### src/rtl/audio_mix_i2s.sv
// audio_mix_i2s: mixes stereo BGM with the mono SFX sample, applies per-source
// volume (gain = vol/8), saturates to 16 bits and serializes the result as I2S.
// Compile-time option: SOFT_MUTE_EN replaces the hard mute with an 8-frame
// gain ramp (g = 0..8) applied after saturation.
module audio_mix_i2s #(
  parameter int SAMPLE_W = 16,
  parameter int VOL_W    = 4
) (
  input  logic                clk,
  input  logic                rst,
  input  logic [SAMPLE_W-1:0] bgm_l,
  input  logic [SAMPLE_W-1:0] bgm_r,
  input  logic [SAMPLE_W-1:0] sfx,
  input  logic [VOL_W-1:0]    bgm_vol,
  input  logic [VOL_W-1:0]    sfx_vol,
  input  logic                mute,
  output logic                sample_req,
  output logic                clip,
  output logic                audio_mclk,
  output logic                audio_sck,
  output logic                audio_lrck,
  output logic                audio_sdin
);

  // Product of a full-scale sample and the largest volume fits in this width.
  localparam int MIX_W = SAMPLE_W + VOL_W;
  localparam logic signed [MIX_W-1:0] SAT_MAX = MIX_W'((2 ** (SAMPLE_W - 1)) - 1);
  localparam logic signed [MIX_W-1:0] SAT_MIN = -MIX_W'(2 ** (SAMPLE_W - 1));

  logic [8:0]          cnt;
  logic [SAMPLE_W-1:0] bgm_l_q, bgm_r_q, sfx_q;
  logic [VOL_W-1:0]    bgm_vol_q, sfx_vol_q;
  logic                mute_q;
  logic [SAMPLE_W-1:0] l_word, r_word;

  logic signed [MIX_W-1:0] mix_l, mix_r;
  logic [SAMPLE_W:0]       sat_l, sat_r;
  logic [SAMPLE_W-1:0]     out_l, out_r;
  logic                    clip_nxt;
  logic [4:0]              slot_nxt;
  logic [3:0]              bit_idx;
  logic                    use_l;
  logic                    sdin_nxt;

  wire frame_end = (cnt == 9'd511);
  wire mix_edge  = (cnt == 9'd0);
  wire bit_edge  = (cnt[3:0] == 4'hF);

  // (s * v) >>> 3 in MIX_W-bit signed arithmetic; volume is unsigned.
  function automatic logic signed [MIX_W-1:0] scale(input logic [SAMPLE_W-1:0] s,
                                                    input logic [VOL_W-1:0]    v);
    logic signed [MIX_W-1:0] s_ext, v_ext, prod;
    s_ext = {{VOL_W{s[SAMPLE_W-1]}}, s};
    v_ext = {{SAMPLE_W{1'b0}}, v};
    prod  = s_ext * v_ext;
    return prod >>> 3;
  endfunction

  // Returns {saturated_flag, clamped_value}.
  function automatic logic [SAMPLE_W:0] saturate(input logic signed [MIX_W-1:0] x);
    if (x > SAT_MAX)      return {1'b1, SAT_MAX[SAMPLE_W-1:0]};
    else if (x < SAT_MIN) return {1'b1, SAT_MIN[SAMPLE_W-1:0]};
    else                  return {1'b0, x[SAMPLE_W-1:0]};
  endfunction

`ifdef SOFT_MUTE_EN
  logic [3:0] gain, gain_nxt;
  logic [SAMPLE_W:0] gained_l, gained_r;

  // (s * g) >>> 3 with g in 0..8; the result never exceeds |s|.
  function automatic logic signed [MIX_W-1:0] apply_gain(input logic [SAMPLE_W-1:0] s,
                                                         input logic [3:0]          g);
    logic signed [MIX_W-1:0] s_ext, g_ext, prod;
    s_ext = {{VOL_W{s[SAMPLE_W-1]}}, s};
    g_ext = {{(MIX_W-4){1'b0}}, g};
    prod  = s_ext * g_ext;
    return prod >>> 3;
  endfunction

  // Gain steps once per frame toward 0 (muted) or 8 (unmuted); the new value
  // already applies to the frame being evaluated.
  always_comb begin
    gain_nxt = gain;
    if (mute_q && gain != 4'd0)        gain_nxt = gain - 4'd1;
    else if (!mute_q && gain != 4'd8)  gain_nxt = gain + 4'd1;
  end

  // Gain register, updated at each frame's mix evaluation.
  always_ff @(posedge clk or posedge rst) begin
    if (rst)           gain <= 4'd8;
    else if (mix_edge) gain <= gain_nxt;
  end
`endif

  // Mix, saturation and mute handling for the latched frame inputs.
  always_comb begin
    mix_l = scale(bgm_l_q, bgm_vol_q) + scale(sfx_q, sfx_vol_q);
    mix_r = scale(bgm_r_q, bgm_vol_q) + scale(sfx_q, sfx_vol_q);
    sat_l = saturate(mix_l);
    sat_r = saturate(mix_r);
`ifdef SOFT_MUTE_EN
    gained_l = saturate(apply_gain(sat_l[SAMPLE_W-1:0], gain_nxt));
    gained_r = saturate(apply_gain(sat_r[SAMPLE_W-1:0], gain_nxt));
    out_l    = gained_l[SAMPLE_W-1:0];
    out_r    = gained_r[SAMPLE_W-1:0];
    clip_nxt = sat_l[SAMPLE_W] | sat_r[SAMPLE_W];
`else
    out_l    = sat_l[SAMPLE_W-1:0];
    out_r    = sat_r[SAMPLE_W-1:0];
    clip_nxt = sat_l[SAMPLE_W] | sat_r[SAMPLE_W];
    if (mute_q) begin
      out_l    = '0;
      out_r    = '0;
      clip_nxt = 1'b0;
    end
`endif
  end

  // Bit for the slot that begins on the next sck falling edge. Slots 1..16
  // carry L[15..0], slots 17..31 and 0 carry R[15..0]; at the frame wrap
  // r_word still holds the previous frame's right word.
  always_comb begin
    slot_nxt = cnt[8:4] + 5'd1;
    bit_idx  = 4'd0 - slot_nxt[3:0];
    use_l    = (slot_nxt != 5'd0) && (slot_nxt <= 5'd16);
    sdin_nxt = use_l ? l_word[bit_idx] : r_word[bit_idx];
  end

  // Frame counter, input latch, word registers and serial output.
  always_ff @(posedge clk or posedge rst) begin
    if (rst) begin
      cnt        <= '0;
      bgm_l_q    <= '0;
      bgm_r_q    <= '0;
      sfx_q      <= '0;
      bgm_vol_q  <= '0;
      sfx_vol_q  <= '0;
      mute_q     <= 1'b0;
      sample_req <= 1'b0;
      l_word     <= '0;
      r_word     <= '0;
      clip       <= 1'b0;
      audio_sdin <= 1'b0;
    end else begin
      cnt        <= cnt + 9'd1;
      sample_req <= frame_end;
      if (frame_end) begin
        bgm_l_q   <= bgm_l;
        bgm_r_q   <= bgm_r;
        sfx_q     <= sfx;
        bgm_vol_q <= bgm_vol;
        sfx_vol_q <= sfx_vol;
        mute_q    <= mute;
      end
      if (mix_edge) begin
        l_word <= out_l;
        r_word <= out_r;
        clip   <= clip_nxt;
      end
      if (bit_edge) audio_sdin <= sdin_nxt;
    end
  end

  assign audio_mclk = cnt[1];
  assign audio_sck  = cnt[3];
  assign audio_lrck = cnt[8];

endmodule

### config.mk
export PLATFORM = sky130hd
export DESIGN_NAME = audio_mix_i2s
export DESIGN_NICKNAME = d
export VERILOG_FILES = /design/src/rtl/audio_mix_i2s.sv
export SDC_FILE = /design/constraint.sdc
export NUM_CORES = 1
export LEC_CHECK = 0
export CELL_PAD_IN_SITES_DETAIL_PLACEMENT = 1
export CELL_PAD_IN_SITES_GLOBAL_PLACEMENT = 1
export CORE_UTILIZATION = 53
export CTS_CLUSTER_SIZE = 8
export DETAILED_ROUTE_END_ITERATION = 6
export MAX_ROUTING_LAYER = met4
export PLACE_DENSITY_LB_ADDON = 0.08
export SETUP_SLACK_MARGIN = 0.05
export SYNTH_ARGS = -nofsm -noshare
export SYNTH_HDL_FRONTEND = slang
export SYNTH_SLANG_ARGS = --single-unit
### constraint.sdc
create_clock -name clk -period 16.6 [get_ports clk]
set_input_delay 3.32 -clock clk [delete_from_list [all_inputs] [get_ports clk]]
set_output_delay 3.32 -clock clk [all_outputs]
set_load 0.005 [all_outputs]
== Word level (Yosys, flattened, before mapping) ==
Cells that the tools add are included.
Cells by class
  $add $sub $neg: 5
  multiply operators: 3
  order comparisons: 6
  eq/ne operators: 2
  mux-type cells: 12
  bitwise logic cells: 1
  reduce and logical (&&, ||, !) cells: 3
Operators by type and width (number)
  2-to-1 mux 17 bit: 4
  multiplier 16 x 5 -> 20 bit: 3
  adder 17 x 17 -> 18 bit: 2
  greater-than comparator 18 x 16 -> 1 bit (second input constant): 2
  < comparator 18 x 16 -> 1 bit (second input constant): 2
  2-to-1 mux 16 bit: 2
  adder 9 x 1 -> 9 bit (second input constant): 1
  equality test 9 bit (second input constant): 1
  logical NOT 9 bit: 1
  binary-select mux 1 bit (select 4 bit): 2
  adder 5 x 1 -> 5 bit (second input constant): 1
  less-or-equal comparator 5 bit (second input constant): 1
  < comparator 4 x 5 -> 1 bit (second input constant): 1
  nonzero test 5 bit: 1
  equality test 4 bit (second input constant): 1
  2-to-1 mux 1 bit: 4
  subtractor 1 x 4 -> 4 bit (first input constant): 1
  logical AND 1 bit: 1
  OR 1 bit: 1
Storage, ports and cells
  bits in registers: 101
  input bits: 59
  output and inout bits: 6
  logic and storage cells: 44

== Logic depth before layout (Yosys ltp) ==
Gate-level depths: netlist of the first run.
  depth in word-level cells: 7
  gate-level depth with buffers: 28
  depth with buffers taken out: 26

== Worst setup path before layout of the first run ==
OpenSTA, ideal clock, no wires.
  kind: register to register
  start point: register sfx_vol_q[2]
  end point: register clip
  library setup time: 0.126 ns
  arrival time: 6.172 ns
  data required time: 16.474 ns
  slack: 10.302 ns
  cell stages (with the launch flop): 27
  buffers on the path: 2
  period minus slack after synthesis: 6.298 ns
  path through: dfrtp_1 > clkbuf_1 > and2_1 > ha_1 > fa_1 > inv_1 > fa_1 > inv_1 > ha_1 > o21a_1 > o21ai_1 > a211oi_1 > o31a_1 > o21ai_0 > nand2b_1 > a21oi_1 > xnor2_1 > ha_1 > a21o_1 > a21o_1 > clkbuf_1 > a31oi_1 > o31a_1 > o311ai_0 > a311oi_4 > or4b_1 > o32a_1
Between the ends
  longest elaborated chain between the ends: 7
  elaborated cells between the ends (all ways): 13
  those cells by class: 2 x add/sub; 1 x mul; 4 x order compare; 5 x mux; 1 x bitwise
RTL lines
  from (decl): RTL line 32  | logic [VOL_W-1:0] bgm_vol_q, sfx_vol_q;
  from (signal assigned): RTL line 152  | sfx_vol_q <= sfx_vol;
  multiplier 16 x 5 -> 20 bit (*): RTL line 55  | prod = s_ext * v_ext;
  adder 17 x 17 -> 18 bit (on tied branches): RTL line 97, 98
  < comparator 18 x 16 -> 1 bit: RTL line 62  | else if (x < SAT_MIN) return {1'b1, SAT_MIN[SAMPLE_W-1:0]};
  2-to-1 mux 17 bit: RTL line 62
  2-to-1 mux 17 bit: RTL line 61  | if (x > SAT_MAX) return {1'b1, SAT_MAX[SAMPLE_W-1:0]};
  OR 1 bit (*): RTL line 110  | clip_nxt = sat_l[SAMPLE_W] | sat_r[SAMPLE_W];
  2-to-1 mux 1 bit (*): RTL line 111  | if (mute_q) begin
  to (signal assigned): RTL line 158  | clip <= clip_nxt;
  to (decl): RTL line 18  | output logic clip,
Every way passes the cells marked *; elsewhere a longest branch is shown, timed or not.
A chain may end at the register's enable or synchronous reset.

== Final worst setup path of the first run ==
  start point: register bgm_vol_q[2]
  end point: register clip
Between the ends
  longest elaborated chain between the ends: 7
  elaborated cells between the ends (all ways): 14
  those cells by class: 2 x add/sub; 2 x mul; 4 x order compare; 5 x mux; 1 x bitwise
RTL lines
  from (decl): RTL line 32
  from (signal assigned): RTL line 151  | bgm_vol_q <= bgm_vol;
  multiplier 16 x 5 -> 20 bit: RTL line 55
  adder 17 x 17 -> 18 bit (on tied branches): RTL line 97, 98
  < comparator 18 x 16 -> 1 bit: RTL line 62
  2-to-1 mux 17 bit: RTL line 62
  2-to-1 mux 17 bit: RTL line 61
  OR 1 bit (*): RTL line 110
  2-to-1 mux 1 bit (*): RTL line 111
Marks and branches as above.

==> flow_summary.toml, run 1 <==
[power_and_ir_drop]
swShare = 0.254
p_leak_nw = 6.99
p_seq_frac = 0.500
clkPwrFrac = 0.462
p_sw_uw = 125
p_total_uw = 491
powerDensity_nw_per_um2 = 36.0
vdd_drop_max_v = 0.0000540
p_int_uw = 366
pwr-share-comb = 0.038

[routing]
ant_nets = 0
post-route-drc-count = 0
vias = 9405
avgViaCountPerCell = 5.62
wire_per_inst_um = 18.3
drtPass1Iterations = 5
drtIter0Drc = 355
finalWirelength_mm = 30.6

[sta]
fin_crit_ps = 7200
hold_viol_final = 0
finalSetupViolations = 0
rsz0062_at_grt = "no"
worstMarginPinSlew_ps = 1000
finalMaxSlewViolations = 0
relSlewSlack = 0.332
finalSetupTns_ps = 0
period_share = 0.434
skew_ps = 12.4
fmax_ghz = 0.139

[worst_setup_path]
crit_chain = "and2_1, ha_1, ha_1, inv_1, fa_1, inv_1, ha_1, a41o_1, a21oi_1, nor2b_1, o31a_1, o21a_1, nor2_1, xnor2_1, ha_1, o21a_1, o21ai_0, o311ai_1, o22ai_1, o21ai_2, a31oi_1, a311oi_4, or4b_1, o32a_1"
critPathMostFrequentCell = "ha_1"
critical_path.max_stage_delay_ps = 970
arrival_ps = 7450
path_delay_family = "compound AO/OA/AOI/OAI gates"
reg2reg_slack_ps = 9400
cp-end-kind = "register"
path_class = "reg -> reg"
worstPathRequired_ps = 16850
slowest_stage = "dfrtp_1"
path_buf_inv = 2
r2r_cells = 24
startpoint_type = "register"
critPathLaunch = "bgm_vol_q[2]"
path_max_fanout = 33
r2r-start = "bgm_vol_q[2]"
r2r-end = "clip"
crit_cells = 24

[floorplanning]
die_h_um = 155
num_rows = 55
dieArea_um2 = 24000
fp.coreArea_um2 = 22800
start_util = 0.545
die_width_um = 155
io_pins = 65

[global_routing]
grt_pass1_wl_mm = 51.9
grt_pass1_vias = 10200
antenna_found_initial = 0
grt_max_degree = 61
overflow = 0
track_usage = 0.279

[synthesis]
synth-main-ff-cell = "dfrtp_1"
ys_seq_elements = 101
synth-async-reset-ratio = 1.00
syn_area_um2 = 12400
synth_edf_count = 0
synth_sequential_area_ratio = 0.204
syn_inst = 1312
syn_nets = 1611
avgSynthCellArea_um2 = 9.45
synth_cell_types = 76
yosys_warnings = 0

[finish]
regArea_um2 = 2530
layout_common_cells = "170 x inv_1, 147 x and2_1, 141 x ha_1"
nFillCells = 2570
antenna-diode-count = 0
fin_nets = 1655
area_delta_synth_final_pct = 10.0
multiInputGateArea_um2 = 9090
drive_above_1_share = 0.0860
final_common_cell = "inv_1"

[clock_tree]
root_buffer = "clkbuf_16"
postCtsResizedCells = 0
clk_pin_slew_ps = 80
clock-sinks = 101
cts_buffers = 9
clockBufferDepth = 2
cts_tree = "done"
postCtsSetupBuffers = 0
postCtsHoldBufs = 0
htreeDepth = 3
clk_latency_ps = 370

[hold_path]
holdPathEnd = "l_word[9]"
hold-path-cell-count = 2
hold_class = "reg -> reg"
worstHoldStart = "l_word[9]"

[outcome]
status = "completed"

[placed_design]
gp_congestion = 0.852
place_hpwl_mm = 24.4
port-buffer-count = 64

[job]
maxCapViolations = 0
-- flip-flops by register name, summed over array words and instances (netlist names) --
signal / cells
sfx_q: 16
l_word: 16
clip: 1
cnt: 9
bgm_l_q: 16
bgm_r_q: 16
mute_q: 1
sfx_vol_q: 4
audio_sdin: 1
sample_req: 1
bgm_vol_q: 4
r_word: 16
-- worst max-delay path by stage --
| stage | end | slack, ps |
|---|---|---|
| floorplan | clip | 10300 |
| global placement | clip | 9780 |
| detailed placement | clip | 9490 |
| CTS | clip | 9420 |
| global route | r_word[4] | 9010 |
| finish | clip | 9400 |
-- power by group through the flow --
stage / combinational, mW / clock (mW) / sequential, mW
final: 0.0184 / 0.227 / 0.246
after global routing: 0.0205 / 0.240 / 0.246
after CTS: 0.0190 / 0.232 / 0.246
after detailed placement: 0.0189 / 0 / 0.251
after global placement: 0.0185 / 0 / 0.251
after floorplan: 0.00369 / 0 / 0.251
-- cell usage after synthesis (all sizes together), types with 4 or more instances --
| cell type | instances | share of area |
|---|---|---|
| and3 | 4 | 0.0020 |
| clkbuf | 30 | 0.0091 |
| nand2 | 90 | 0.027 |
| a31oi | 6 | 0.0030 |
| or3 | 7 | 0.0035 |
| a221o | 15 | 0.012 |
| mux4 | 10 | 0.018 |
| inv | 171 | 0.052 |
| a21o | 19 | 0.011 |
| a21oi | 47 | 0.019 |
| o21bai | 7 | 0.0042 |
| or2 | 6 | 0.0030 |
| nor3 | 11 | 0.0044 |
| xnor2 | 66 | 0.047 |
| buf | 6 | 0.0029 |
| o21a | 14 | 0.0085 |
| nor2 | 58 | 0.018 |
| nor2b | 13 | 0.0068 |
| nand3 | 13 | 0.0052 |
| fa | 98 | 0.16 |
| o211ai | 16 | 0.0097 |
| and2 | 147 | 0.074 |
| ha | 142 | 0.14 |
| o21ai | 43 | 0.018 |
| mux2 | 59 | 0.054 |
| mux2i | 4 | 0.0032 |
| nand2b | 18 | 0.0091 |
| xor2 | 17 | 0.012 |
| o22ai | 4 | 0.0020 |
| a211oi | 20 | 0.014 |
| dfrtp | 101 | 0.20 |
-- metrics by stage --
stage	area, µm²	util	worst slack (ps)	std cells	hold WS [ps]
6_report	13600	0.599	9400	1674	484
2_1_floorplan	12400	-	10300	1312	439
3_3_place_gp	13300	0.585	9780	1658	461
4_1_cts	13600	0.599	9420	1674	488
5_1_grt	13600	0.599	9010	1674	511
3_5_place_dp	13300	0.585	9490	1658	470
-- cell type report --
type                            count  area share
Timing Repair Buffer               69      0.0497
Sequential cell                   101       0.185
Tap cell                          313      0.0287
Inverter                          171      0.0472
Multi-Input combinational cell   1004       0.666
Clock buffer                        9      0.0165
Clock inverter                      7     0.00669
-- kinds of logic (layout without fill, tap and decap cells) --
group,after synthesis,count (layout),share of synthesized area
flip-flops,101,101,0.204
XOR/XNOR,83,83,0.0586
multiplexers,73,73,0.0749
AO/OA/AOI/OAI,227,227,0.134
buffers and inverters,207,256,0.0637
AND/OR/NAND/NOR,379,379,0.162
adder cells (fa/ha/maj),242,242,0.303
-- per-layer routing --
metal	GRT usage	part of all wire	vias up
met5	-	0	-
li1	-	-	4516
met2	0.487	0.51	100
met1	0.357	0.46	4770
met3	0.0256	0.017	19
met4	0.0476	0.010	0
-- worst register-to-register path, cell delays in order (launching register included) --
cell      delay [ps]
dfrtp_1          970
and2_1           250
ha_1             250
ha_1             290
inv_1             60
fa_1             580
inv_1             50
ha_1             280
a41o_1           240
a21oi_1          220
nor2b_1           90
o31a_1           280
o21a_1           180
nor2_1           110
xnor2_1          160
ha_1             280
o21a_1           220
o21ai_0          150
o311ai_1         660
o22ai_1          230
o21ai_2          170
a31oi_1          170
a311oi_4         460
or4b_1           470
o32a_1           290
Power figures use the tool's default switching activity.
==> run 2: changes to the inputs <==
- CORE_UTILIZATION: 53 -> 49
- clock period: 16.6 -> 7.2 ns (I/O delays scaled with it)
==> run 2 against run 1 <==
Effect of this change:
- setup slack worse by 8900 ps
- power up 130%
- register-to-register slack worse by 8900 ps
- via count down 1.7%
- clock-buffer cell count unchanged
- worst hold slack worse by 8.0 ps
- utilization down 4.1 points
- wire length down 5.2%
- critical path type unchanged
- highest routed layer unchanged
==> flow_summary.toml, run 2 (synthesis results as in run 1) <==
[routing]
avgViaCountPerCell = 5.46
post-route-drc-count = 0
ant_nets = 0
wire_per_inst_um = 17.1
drtIter0Drc = 378
vias = 9249
finalWirelength_mm = 29.0
drtPass1Iterations = 5

[worst_setup_path]
path_max_fanout = 17
cp-end-kind = "register"
r2r_cells = 24
r2r-end = "clip"
reg2reg_slack_ps = 500
worstPathRequired_ps = 7450
r2r-start = "sfx_vol_q[2]"
startpoint_type = "register"
path_class = "reg -> reg"
endpoint = "clip"
arrival_ps = 6950
critPathLaunch = "sfx_vol_q[2]"

[floorplanning]
die_h_um = 161
io_pins = 65
num_rows = 57
start_util = 0.504
fp.coreArea_um2 = 24600
dieArea_um2 = 26000
die_width_um = 161

[sta]
layout_setup_ws_ps = 503
fin_crit_ps = 6700
finalSetupTns_ps = 0
skew_ps = 7.48
relSlewSlack = 0.467
finalSetupViolations = 0
period_share = 0.930
fmax_ghz = 0.149
worstMarginPinSlew_ps = 793
finalMaxSlewViolations = 0
rsz0062_at_grt = "no"
hold_viol_final = 0

[outcome]
status = "completed"

[power_and_ir_drop]
p_sw_uw = 288
powerDensity_nw_per_um2 = 82.5
clkPwrFrac = 0.462
swShare = 0.254
vdd_drop_max_v = 0.000134
p_int_uw = 845
pwr-share-comb = 0.037
p_seq_frac = 0.500
p_leak_nw = 7.03

[placed_design]
port-buffer-count = 64
gp_congestion = 0.821
numPlacedInstances = 1676
place_hpwl_mm = 23.6
place_area_um2 = 13400
place_ws_ps = 343

[clock_tree]
root_buffer = "clkbuf_16"
clock-sinks = 101
clockBufferDepth = 2
htreeDepth = 3
cts_buffers = 9
cts_tree = "done"
postCtsHoldBufs = 0
clk_pin_slew_ps = 80
clk_latency_ps = 370

[job]
maxCapViolations = 0

[finish]
drive_above_1_share = 0.0950
layout_common_cells = "170 x inv_1, 147 x and2_1, 141 x ha_1"
final_area_um2 = 13700
final_common_cell = "inv_1"
nFillCells = 2821
fin_cells = 1694
fin_nets = 1663
area_delta_synth_final_pct = 10.7

[hold_path]
hold_class = "reg -> reg"

[global_routing]
track_usage = 0.242
gr-usage-met3 = 0.0277
met2_usage = 0.404
grt_pass1_wl_mm = 49.3
grt_max_degree = 59
met1_usage = 0.316
grt_busiest_layer = "met2"
grt_pass1_vias = 9774
overflow = 0
antenna_found_initial = 1
[run 2: changes by cell type in the layout (fill, tap and decap cells not counted)]
cell,delta
a21oi_1,-1
a21oi_2,+1
buf_4,+8
clkinv_4,-1
clkinv_8,-1
dfrtp_1,-4
dfrtp_2,+4
diode_2,+1
inv_6,+1
inv_8,+1
o311ai_0,-1
o311ai_1,+1
[run 2: how the worst min path moves through the flow]
stage,startpoint,end,slack [ps],depth (start not counted)
floorplan,cnt[0],cnt[0],440,1
global placement,cnt[0],cnt[0],460,1
detailed placement,cnt[0],cnt[0],460,1
CTS,cnt[0],cnt[0],480,1
global route,cnt[0],cnt[0],510,1
finish,cnt[0],cnt[0],480,1
[run 2: power groups by stage]
stage | Sequential (mW) | Clock, mW | Combinational, mW
floorplan | 0.578 | 0 | 0.00850
global placement | 0.578 | 0 | 0.0429
detailed placement | 0.578 | 0 | 0.0438
CTS | 0.567 | 0.540 | 0.0439
global route | 0.567 | 0.556 | 0.0473
finish | 0.567 | 0.524 | 0.0424
[run 2: timing repair]
action                                  CTS  global route
buffers inserted                          0             1
gates resized for setup                   0             6
endpoints found under the setup margin    0            24
[run 2: routing by layer]
layer / part of all wire / wire [µm] / vias up
met3: 0.023 / 657 / 27
li1: - / - / 4529
met2: 0.48 / 14000 / 109
met1: 0.48 / 13900 / 4584
met4: 0.014 / 399 / 0
met5: 0 / 0 / -
[run 2: per-stage QoR]
step                      hold WS [ps]  total power, mW   util
after detailed placement           463            0.622  0.544
after global routing               507             1.17  0.558
final                              476             1.13  0.558
after global placement             464            0.621  0.544
after CTS                          475             1.15  0.557
after floorplan                    439            0.587      -
[run 2: area by class of cell]
cell class	count	area [µm²]	area share
inverters	171	644	0.0469
clock inverters	7	86.3	0.00629
clock buffers	9	225	0.0164
diodes	1	2.50	0.000182
flip-flops and latches	101	2530	0.184
well taps	324	405	0.0295
repair buffers	77	738	0.0538
multi-input cells	1004	9090	0.662
[run 2: critical path, stage by stage (launching register included)]
cell,delay (ps)
dfrtp_2,510
and2_1,180
ha_1,290
ha_1,270
inv_1,50
fa_1,590
inv_1,60
ha_1,280
a41o_1,210
a21o_1,210
a211oi_1,280
nor2_1,160
o21a_1,190
nor2_1,110
xnor2_1,230
ha_1,340
o21a_1,210
o21ai_0,290
o311ai_1,250
o22ai_1,200
o21ai_2,120
a211oi_1,310
mux2_2,450
or4b_1,470
o32a_1,290
==> run 3: changes to the inputs <==
- CORE_UTILIZATION: 49 -> 37
- CTS_CLUSTER_SIZE: 8 -> 25
- SKIP_CTS_REPAIR_TIMING: unset -> 1
==> run 3 against run 2 <==
Effect of this change:
- via count down 0.55%
- largest cell class unchanged
- largest power group unchanged
- final area is 1.1% higher
- sequential cell count unchanged
- register-to-register slack lost 60 ps
- highest routed layer unchanged
- die area grew 32%
- fmax down 0.89%
==> flow_summary.toml, run 3 (synthesis results as in run 1) <==
[clock_tree]
clockBufferDepth = 2
root_buffer = "clkbuf_16"
htreeDepth = 3
cts_buffers = 9
cts_tree = "done"
clk_pin_slew_ps = 70
clk_latency_ps = 380
clock-sinks = 101

[floorplanning]
die_width_um = 185
dieArea_um2 = 34300
die_h_um = 185
start_util = 0.378
fp.coreArea_um2 = 32800
num_rows = 66
io_pins = 65

[sta]
worstMarginPinSlew_ps = 825
rsz0062_at_grt = "no"
finalMaxSlewViolations = 0
hold_viol_final = 0
period_share = 0.938
fin_crit_ps = 6760
skew_ps = 11.6
relSlewSlack = 0.446
whs_ps = 481
finalSetupTns_ps = 0
finalSetupViolations = 0
fmax_ghz = 0.148
layout_setup_ws_ps = 443

[global_routing]
grt_pass1_vias = 9572
grt_max_degree = 54
grt_pass1_wl_mm = 50.2
track_usage = 0.194
antenna_found_initial = 0
overflow = 0

[finish]
layout_common_cells = "170 x inv_1, 147 x and2_1, 141 x ha_1"
final_common_cell = "inv_1"
fin_nets = 1665
area_delta_synth_final_pct = 11.8
drive_above_1_share = 0.0956
final_area_um2 = 13900
regArea_um2 = 2530
antenna-diode-count = 0
nFillCells = 3814
multiInputGateArea_um2 = 9090

[placed_design]
place_ws_ps = 260
place_hpwl_mm = 24.6
gp_congestion = 0.828
port-buffer-count = 64
place_area_um2 = 13600

[routing]
ant_nets = 0
vias = 9198
post-route-drc-count = 0
drtIter0Drc = 316
wire_per_inst_um = 16.4
finalWirelength_mm = 29.8
avgViaCountPerCell = 5.07
drtPass1Iterations = 4

[power_and_ir_drop]
p_leak_nw = 7.02
vdd_drop_max_v = 0.000114
powerDensity_nw_per_um2 = 80.9

[worst_setup_path]
critical_path.max_stage_delay_ps = 590
startpoint_type = "register"
r2r_cells = 24
critPathMostFrequentCell = "ha_1"
arrival_ps = 7030
path_class = "reg -> reg"
slowest_stage = "fa_1"
critPathLaunch = "bgm_vol_q[2]"
crit_chain = "and2_1, ha_1, ha_1, inv_1, fa_1, inv_1, ha_1, a41o_1, a21oi_1, nor2b_1, o31a_1, o21a_1, nor2_1, xnor2_1, ha_1, a2111oi_2, o21a_1, o311ai_1, o22ai_1, o21ai_2, a211oi_1, mux2_2, or4b_1, o32a_1"
path_max_fanout = 17
r2r-start = "bgm_vol_q[2]"
cp-end-kind = "register"
r2r-end = "clip"
worstPathRequired_ps = 7470
reg2reg_slack_ps = 440
endpoint = "clip"

[hold_path]
hold_class = "reg -> reg"
hold-path-cell-count = 2

[outcome]
status = "completed"

[job]
maxCapViolations = 0
-- run 3: cell count changes in the layout (fill, tap and decap cells not counted), moves of 2 or more --
cell / before / now
clkinv_8: 3 / 0
buf_4: 13 / 15
clkbuf_1: 0 / 2
inv_6: 3 / 1
-- run 3: per-layer routing --
metal / wire (µm) / GRT usage / up-vias
met3: 811 / 0.0313 / 15
li1: - / - / 4541
met4: 228 / 0.0347 / 0
met5: 0 / - / -
met1: 15000 / 0.265 / 4547
met2: 13700 / 0.304 / 95
-- run 3: through the flow --
stage	power, mW	cells	utilization
4_1_cts	1.15	1813	0.423
3_5_place_dp	0.622	1797	0.414
2_1_floorplan	0.587	1312	-
3_3_place_gp	0.622	1797	0.414
6_report	1.12	1813	0.423
5_1_grt	1.17	1813	0.423
-- run 3: power breakdown --
group,total (mW),switching (mW),leakage (nW),internal [mW]
clock network,0.513,0.242,0.140,0.271
logic,0.0426,0.0149,5.49,0.0277
registers,0.567,0,1.39,0.567
-- run 3: area by class of cell --
type                            count  share of cell area
Inverter                          171              0.0465
Timing Repair Buffer               79              0.0543
Sequential cell                   101               0.183
Multi-Input combinational cell   1004               0.656
Clock inverter                      5             0.00433
Clock buffer                       11              0.0168
Tap cell                          442              0.0399
-- run 3: how the worst min path moves through the flow --
stage	start	to	slack (ps)
after floorplan	cnt[0]	cnt[0]	440
after global placement	l_word[10]	l_word[10]	460
after detailed placement	l_word[15]	l_word[15]	470
after CTS	l_word[15]	l_word[15]	490
after global routing	audio_sdin	audio_sdin	510
final	l_word[8]	l_word[8]	480
-- run 3: worst max-delay path, delay by kind of cell (launching register included) --
kind,cells,cell delay [ps]
muxes,1,460
AOI/OAI and AO/OA,11,2750
DFF,1,520
xor gates and xnor gates,1,160
buffers and inverters,2,110
adders and majority gates,5,1750
and+or+nand+nor,4,890
